### src/rtl/rtc_field_editor.sv
// ---------------------------------------------------------------------------
// rtc_field_editor
//
// User-edit sequencer for the RTC datapath. A start pulse makes it write the
// timer control word. It then walks a table of BCD time/date fields. For each
// field it reads the current value and applies any pending increment or
// decrement, wrapping at that field's limits. The result goes to the RTC
// write arbiter through a req/ack handshake.
//
// Ports
//   clk        rising-edge clock
//   reset      asynchronous, active-high reset
//   start      begin a pass (only honoured while idle)
//   abort      synchronous cancel back to idle
//   timer_en   selects the control word, sampled when start is accepted
//   inc_flags  pending increment, one bit per field
//   dec_flags  pending decrement, one bit per field
//   fld_sel    index of the field being read
//   cur_val    BCD value of the selected field (valid one cycle after fld_sel)
//   wr_req     write request, held until wr_ack
//   wr_addr    write address
//   wr_data    write data
//   wr_ack     write accepted at an edge where wr_req && wr_ack
//   clr_flag   one-cycle pulse clearing the processed field's flags
//   clr_idx    field index qualified by clr_flag
//   busy       high whenever the sequencer is not idle
//   done       one-cycle pulse at the end of a completed pass
// ---------------------------------------------------------------------------
module rtc_field_editor #(
    parameter int NUM_FIELDS = 9,
    parameter int DIGITS     = 2,
    parameter logic [NUM_FIELDS*4*DIGITS-1:0] FIELD_TOP =
        {8'h23, 8'h59, 8'h59, 8'h99, 8'h12, 8'h31, 8'h23, 8'h59, 8'h59},
    parameter logic [NUM_FIELDS*4*DIGITS-1:0] FIELD_MIN =
        {8'h00, 8'h00, 8'h00, 8'h00, 8'h01, 8'h01, 8'h00, 8'h00, 8'h00},
    parameter logic [NUM_FIELDS*8-1:0] FIELD_ADDR =
        {8'h43, 8'h42, 8'h41, 8'h26, 8'h25, 8'h24, 8'h23, 8'h22, 8'h21},
    parameter logic [7:0] CTRL_ADDR     = 8'h00,
    parameter logic [7:0] TIMER_RUN_VAL = 8'h08,
    parameter bit         WRITE_ALL     = 1'b1,
    localparam int DW = 4*DIGITS,
    localparam int FW = (NUM_FIELDS > 1) ? $clog2(NUM_FIELDS) : 1
) (
    input  logic                  clk,
    input  logic                  reset,
    input  logic                  start,
    input  logic                  abort,
    input  logic                  timer_en,
    input  logic [NUM_FIELDS-1:0] inc_flags,
    input  logic [NUM_FIELDS-1:0] dec_flags,
    output logic [FW-1:0]         fld_sel,
    input  logic [DW-1:0]         cur_val,
    output logic                  wr_req,
    output logic [7:0]            wr_addr,
    output logic [DW-1:0]         wr_data,
    input  logic                  wr_ack,
    output logic                  clr_flag,
    output logic [FW-1:0]         clr_idx,
    output logic                  busy,
    output logic                  done
);

    typedef enum logic [2:0] {
        IDLE,
        CTRL,
        READ,
        CALC,
        WRITE,
        NEXT,
        DONE
    } state_t;

    // The control value is zero-extended first, then cut to DW bits, so that
    // one expression works whether DW is wider or narrower than 8.
    localparam logic [DW+7:0] CTRL_EXT    = {{DW{1'b0}}, TIMER_RUN_VAL};
    localparam logic [DW-1:0] CTRL_RUN_DW = CTRL_EXT[DW-1:0];
    localparam logic [FW-1:0] LAST_IDX    = FW'(NUM_FIELDS - 1);

    state_t          state_q,   state_d;
    logic [FW-1:0]   idx_q,     idx_d;
    logic [DW-1:0]   newVal_q,  newVal_d;
    logic            flagHit_q, flagHit_d;
    logic            timerEn_q, timerEn_d;

    logic [DW-1:0]   fieldTop;
    logic [DW-1:0]   fieldMin;
    logic [7:0]      fieldAddr;
    logic            incHit;
    logic            decHit;
    logic            outOfRange;
    logic [DW-1:0]   calcVal;

    // BCD +1 or -1 across all digits. Only the digit that hits 9 (on the way
    // up) or 0 (on the way down) passes a carry or borrow to the next one.
    function automatic logic [DW-1:0] bcdStep(input logic [DW-1:0] val,
                                              input logic          up);
        logic [DW-1:0] res;
        logic          ripple;
        res    = val;
        ripple = 1'b1;
        for (int d = 0; d < DIGITS; d++) begin
            if (ripple) begin
                if (up) begin
                    if (val[4*d +: 4] == 4'd9) begin
                        res[4*d +: 4] = 4'd0;
                    end else begin
                        res[4*d +: 4] = val[4*d +: 4] + 4'd1;
                        ripple        = 1'b0;
                    end
                end else begin
                    if (val[4*d +: 4] == 4'd0) begin
                        res[4*d +: 4] = 4'd9;
                    end else begin
                        res[4*d +: 4] = val[4*d +: 4] - 4'd1;
                        ripple        = 1'b0;
                    end
                end
            end
        end
        return res;
    endfunction

    // Per-field limits and the edited value for the field selected now.
    // A value outside [min,top] is treated as corrupt. It is snapped to the
    // limit the edit moves toward, the same as a normal wrap.
    always_comb begin
        fieldTop   = FIELD_TOP[idx_q*DW +: DW];
        fieldMin   = FIELD_MIN[idx_q*DW +: DW];
        fieldAddr  = FIELD_ADDR[idx_q*8 +: 8];
        incHit     = inc_flags[idx_q];
        decHit     = dec_flags[idx_q];
        outOfRange = (cur_val < fieldMin) || (cur_val > fieldTop);
        calcVal    = cur_val;
        if (incHit && !decHit) begin
            if ((cur_val == fieldTop) || outOfRange) begin
                calcVal = fieldMin;
            end else begin
                calcVal = bcdStep(cur_val, 1'b1);
            end
        end else if (decHit && !incHit) begin
            if ((cur_val == fieldMin) || outOfRange) begin
                calcVal = fieldTop;
            end else begin
                calcVal = bcdStep(cur_val, 1'b0);
            end
        end
    end

    // State and datapath registers
    always_ff @(posedge clk or posedge reset) begin
        if (reset) begin
            state_q   <= IDLE;
            idx_q     <= '0;
            newVal_q  <= '0;
            flagHit_q <= 1'b0;
            timerEn_q <= 1'b0;
        end else begin
            state_q   <= state_d;
            idx_q     <= idx_d;
            newVal_q  <= newVal_d;
            flagHit_q <= flagHit_d;
            timerEn_q <= timerEn_d;
        end
    end

    // Next-state logic. abort overrides every transition outside IDLE, so a
    // write that is acked in the same cycle as abort is still dropped.
    always_comb begin
        state_d   = state_q;
        idx_d     = idx_q;
        newVal_d  = newVal_q;
        flagHit_d = flagHit_q;
        timerEn_d = timerEn_q;

        case (state_q)
            IDLE: begin
                if (start) begin
                    timerEn_d = timer_en;
                    state_d   = CTRL;
                end
            end
            CTRL: begin
                if (wr_ack) begin
                    idx_d   = '0;
                    state_d = READ;
                end
            end
            READ: begin
                state_d = CALC;
            end
            CALC: begin
                newVal_d  = calcVal;
                flagHit_d = incHit | decHit;
                if (!WRITE_ALL && !(incHit | decHit)) begin
                    state_d = NEXT;
                end else begin
                    state_d = WRITE;
                end
            end
            WRITE: begin
                if (wr_ack) begin
                    state_d = NEXT;
                end
            end
            NEXT: begin
                if (idx_q == LAST_IDX) begin
                    state_d = DONE;
                end else begin
                    idx_d   = idx_q + 1'b1;
                    state_d = READ;
                end
            end
            DONE: begin
                idx_d   = '0;
                state_d = IDLE;
            end
            default: begin
                state_d = IDLE;
            end
        endcase

        if (abort && (state_q != IDLE)) begin
            state_d   = IDLE;
            idx_d     = '0;
            flagHit_d = 1'b0;
        end
    end

    // Outputs are decoded from registered state only. Because of that, an
    // asynchronous reset clears them at once, and all write fields stay
    // stable while a request waits for ack.
    always_comb begin
        busy     = (state_q != IDLE);
        wr_req   = 1'b0;
        wr_addr  = 8'h00;
        wr_data  = '0;
        clr_flag = 1'b0;
        clr_idx  = '0;
        done     = (state_q == DONE);
        fld_sel  = idx_q;
        case (state_q)
            CTRL: begin
                wr_req  = 1'b1;
                wr_addr = CTRL_ADDR;
                wr_data = timerEn_q ? CTRL_RUN_DW : '0;
            end
            WRITE: begin
                wr_req  = 1'b1;
                wr_addr = fieldAddr;
                wr_data = newVal_q;
            end
            NEXT: begin
                clr_flag = flagHit_q;
                clr_idx  = flagHit_q ? idx_q : '0;
            end
            default: begin
            end
        endcase
    end

endmodule

### config.mk
export PLATFORM = sky130hd
export DESIGN_NAME = rtc_field_editor
export DESIGN_NICKNAME = d
export VERILOG_FILES = /design/src/rtl/rtc_field_editor.sv
export SDC_FILE = /design/constraint.sdc
export NUM_CORES = 1
export LEC_CHECK = 0
export CAP_MARGIN = 25
export CORE_ASPECT_RATIO = 1.2
export CORE_MARGIN = 1.5
export CORE_UTILIZATION = 50
export DETAILED_ROUTE_END_ITERATION = 6
export PLACE_DENSITY = 0.8
export SYNTH_ARGS = -nofsm -noshare
export SYNTH_HDL_FRONTEND = slang
export SYNTH_SLANG_ARGS = --single-unit
### constraint.sdc
create_clock -name clk -period 4 [get_ports clk]
set_clock_uncertainty 0.15 [all_clocks]
set_input_delay 0.6 -clock clk [delete_from_list [all_inputs] [get_ports clk]]
set_output_delay 0.6 -clock clk [all_outputs]
set_load 0.05 [all_outputs]
==> flow_metrics.env <==
export IMPL_status="completed"
export IMPL_hold_class="flip-flop to flip-flop"
export IMPL_fp_dieH_um=76.8
export IMPL_grt_busiest_layer="met2"
export IMPL_die_w_um=64.5
export IMPL_gp_congestion=0.951
export IMPL_synth_distinct_cells=68
export IMPL_cts_sinks=17
export IMPL_synth_enable_flop_cells=0
export IMPL_hold_violations=0
export IMPL_synth_top_flop_cell="dfrtp_1"
export IMPL_setup_ws_ns=0.523
export IMPL_ctsHoldBuffers=0
export IMPL_grt_met2_usage_pct=43.1
export IMPL_dieArea_mm2=0.00495
export IMPL_drt_first_pass_iters=5
export IMPL_use_met3_pct=2.05
export IMPL_synth_top_area_cell="dfrtp_1"
export IMPL_wire_per_inst_um=15.9
export IMPL_track_usage_pct=24.8
export IMPL_p_leak_nw=1.19
export IMPL_maxCapViolations=0
export IMPL_start_util_pct=52.9
export IMPL_setup_viol=0
export IMPL_yosysTopAreaCellShare_pct=18.7
export IMPL_fmax_ghz=0.288
export IMPL_clkSlewWorstSetupHoldPaths_ns=0.07
export IMPL_hold_path_end="newVal_q[0]$_DFFE_PP0N_"
export IMPL_rr_startpoint="fld_sel[3]$_DFFE_PP0P_"
export IMPL_rsz0062_at_grt="no"
export IMPL_crit_path_max_fanout=18
export IMPL_synth_avg_cell_area_um2=7.96
export IMPL_worstMarginPinSlew_ns=0.792
export IMPL_powerDensity_mw_per_mm2=282
export IMPL_endpoint_kind="flip-flop"
export IMPL_drive_above_1_share_pct=6.93
export IMPL_clk_latency_ns=0.25
export IMPL_rows=26
export IMPL_synthCells=285
export IMPL_syn_area_mm2=0.00227
export IMPL_cts_resized=0
export IMPL_synthTopCellsByArea="dfrtp_1, ha_1, a21oi_1"
export IMPL_vias_per_cell=5.96
export IMPL_fin_tns_setup_ns=0
export IMPL_timing_rr_end="newVal_q[1]$_DFFE_PP0N_"
export IMPL_hp_start="newVal_q[0]$_DFFE_PP0N_"
export IMPL_htree_levels=1
export IMPL_holdPathStages=2
export IMPL_grt_pass1_wl_um=10100
export IMPL_core_mm2=0.00429
export IMPL_path_class="flip-flop to flip-flop"
export IMPL_area_growth_pct=26.9
export IMPL_async_flop_share_pct=100
export IMPL_grt_use_met1_pct=32.8
export IMPL_fin_crit_ns=3.48
export IMPL_reg2reg_slack_ns=0.52
export IMPL_place_hpwl_um=4820
export IMPL_cts_root_buf="clkbuf_8"
export IMPL_seq_area_frac_synth_pct=18.7
export IMPL_tritoncts="yes"
export IMPL_critPathLaunchType="flip-flop"
export IMPL_worstPathRequired_ns=4.01
export IMPL_fin_nets=386
export IMPL_antenna_left=0
export IMPL_vdd_drop_max_uv=143
export IMPL_io_pins=60
export IMPL_grt_max_degree=21
export IMPL_cts_max_path_buffers=2
export IMPL_vias=2314
export IMPL_period_share_pct=86.9
export IMPL_antenna_found_initial=0
export IMPL_ys_ff_latch=17
export IMPL_place_ws_ns=0.596
export IMPL_route_detailed_drc=0
export IMPL_critical_path_arrival_ns=3.48
export IMPL_grt_overflow=0
export IMPL_post_cts_setup_buffers=0
export IMPL_drv_slew=0
export IMPL_drt_initial_drc_count=204
export IMPL_r2r_cells=9
export IMPL_antenna_cells=0
export IMPL_grt_pass1_vias=2127
export IMPL_wl_um=6160
export IMPL_cts_buffers_inserted=3
export IMPL_yosysWarnings=0
export IMPL_slew_headroom_pct=47.2
export IMPL_numPortBuffers=56
export IMPL_fillers=376
==> layout by cell type, fill, tap and decap left out, types with 2 or more instances in the layout <==
cell type,Yosys,layout
o211ai_1,5,5
o22ai_1,2,2
buf_4,4,4
a21o_1,2,2
o32a_1,2,2
a211oi_1,3,3
mux2_2,5,5
nand3b_1,3,3
o221a_2,2,2
mux4_1,2,2
nor3b_1,5,5
a21boi_0,2,2
a21oi_1,23,23
and2_2,2,2
a22oi_1,3,3
o21ai_0,11,11
dfrtp_1,17,17
nand2b_1,4,4
and2_1,14,14
mux2i_1,4,4
o21a_1,4,4
o221ai_1,3,3
o31ai_1,7,7
nand3_1,8,8
nor3_1,10,10
inv_1,10,10
ha_1,21,21
clkbuf_8,0,3
clkdlybuf4s50_1,0,56
nor2_1,19,19
conb_1,1,3
or3_1,4,4
nand2_1,29,29
nor2b_1,8,8
==> area by class of cell <==
cell class / instances / area (µm²) / area share [%]
multi-input cells: 241 / 1710 / 59.4
clock buffers: 4 / 45.0 / 1.56
inverters: 10 / 37.5 / 1.30
well taps: 56 / 70.1 / 2.43
repair buffers: 60 / 591 / 20.5
flip-flops and latches: 17 / 425 / 14.8
==> worst max-delay path by stage <==
stage,from,end
after detailed placement,fld_sel[2]$_DFFE_PP0P_,newVal_q[1]$_DFFE_PP0N_
after floorplan,fld_sel[1]$_DFFE_PP0P_,newVal_q[1]$_DFFE_PP0N_
after global placement,fld_sel[2]$_DFFE_PP0P_,newVal_q[1]$_DFFE_PP0N_
after CTS,fld_sel[2]$_DFFE_PP0P_,newVal_q[1]$_DFFE_PP0N_
final,fld_sel[3]$_DFFE_PP0P_,newVal_q[1]$_DFFE_PP0N_
after global routing,fld_sel[3]$_DFFE_PP0P_,newVal_q[1]$_DFFE_PP0N_
==> kinds of logic (layout without fill, tap and decap cells) <==
| logic type | Yosys count | in the layout | synth area share (%) |
|---|---|---|---|
| and+or+nand+nor | 118 | 118 | 28.3 |
| AOI/OAI and AO/OA | 85 | 85 | 26.2 |
| buffers and inverters | 29 | 74 | 6.17 |
| adders and majority gates | 21 | 21 | 11.6 |
| DFF | 17 | 17 | 18.7 |
| muxes | 12 | 12 | 7.22 |
| xor gates and xnor gates | 2 | 2 | 1.60 |
| other | 1 | 3 | 0.165 |
==> Yosys cell counts, types with 2 or more instances <==
master,instances
o22ai_1,2
clkbuf_1,9
o21a_1,4
nand3b_1,3
and2_2,2
ha_1,21
a22oi_1,3
o32a_1,2
dfrtp_1,17
nor3b_1,5
a211oi_1,3
a21o_1,2
a21oi_1,23
nor3_1,10
o211ai_1,5
or3_1,4
nand3_1,8
buf_2,3
o221ai_1,3
nand2_1,29
mux2i_1,4
o21ai_0,11
nor2_1,19
mux2_2,5
mux4_1,2
a21boi_0,2
and2_1,14
o31ai_1,7
nand2b_1,4
o221a_2,2
inv_1,10
buf_4,4
nor2b_1,8
==> through the flow <==
stage               hold WS [ns]  instances  power (W)  utilization (%)  cell area, µm²
floorplan                  0.290        287   0.000562                -            2280
global placement           0.311        384   0.000676             66.0            2840
detailed placement         0.320        384   0.000686             66.0            2840
CTS                        0.334        388   0.000812             67.1            2880
global route               0.363        388   0.000867             67.1            2880
finish                     0.332        388   0.000812             67.1            2880
==> per-layer routing <==
layer  vias to the layer above  routed length, µm
met2                        76               3110
met1                      1070               2700
met4                         0                129
met3                        12                224
li1                       1156                  -
met5                         -                  0
==> where the power goes <==
part	internal [W]	total [W]	switching, W
Clock	0.0000705	0.000127	0.0000567
Sequential	0.000230	0.000283	0.0000532
Combinational	0.000174	0.000402	0.000227
==> registers in the layout, indices dropped and copies added, names as in the netlist <==
| name | flops |
|---|---|
| newVal_q | 8 |
| fld_sel | 4 |
| state_q | 3 |
| flagHit_q | 1 |
| timerEn_q | 1 |
==> worst max-delay path, cell delays in order, from the launching register on <==
cell and delay [ns]:
dfrtp_1 0.70, inv_1 0.26, a21boi_0 0.40, ha_1 0.32
and4_1 0.22, nand4_1 0.18, a21boi_1 0.47, nor2_1 0.18
o221a_2 0.32, o31ai_1 0.19
Note: power is estimated with default switching activity, not from simulation.
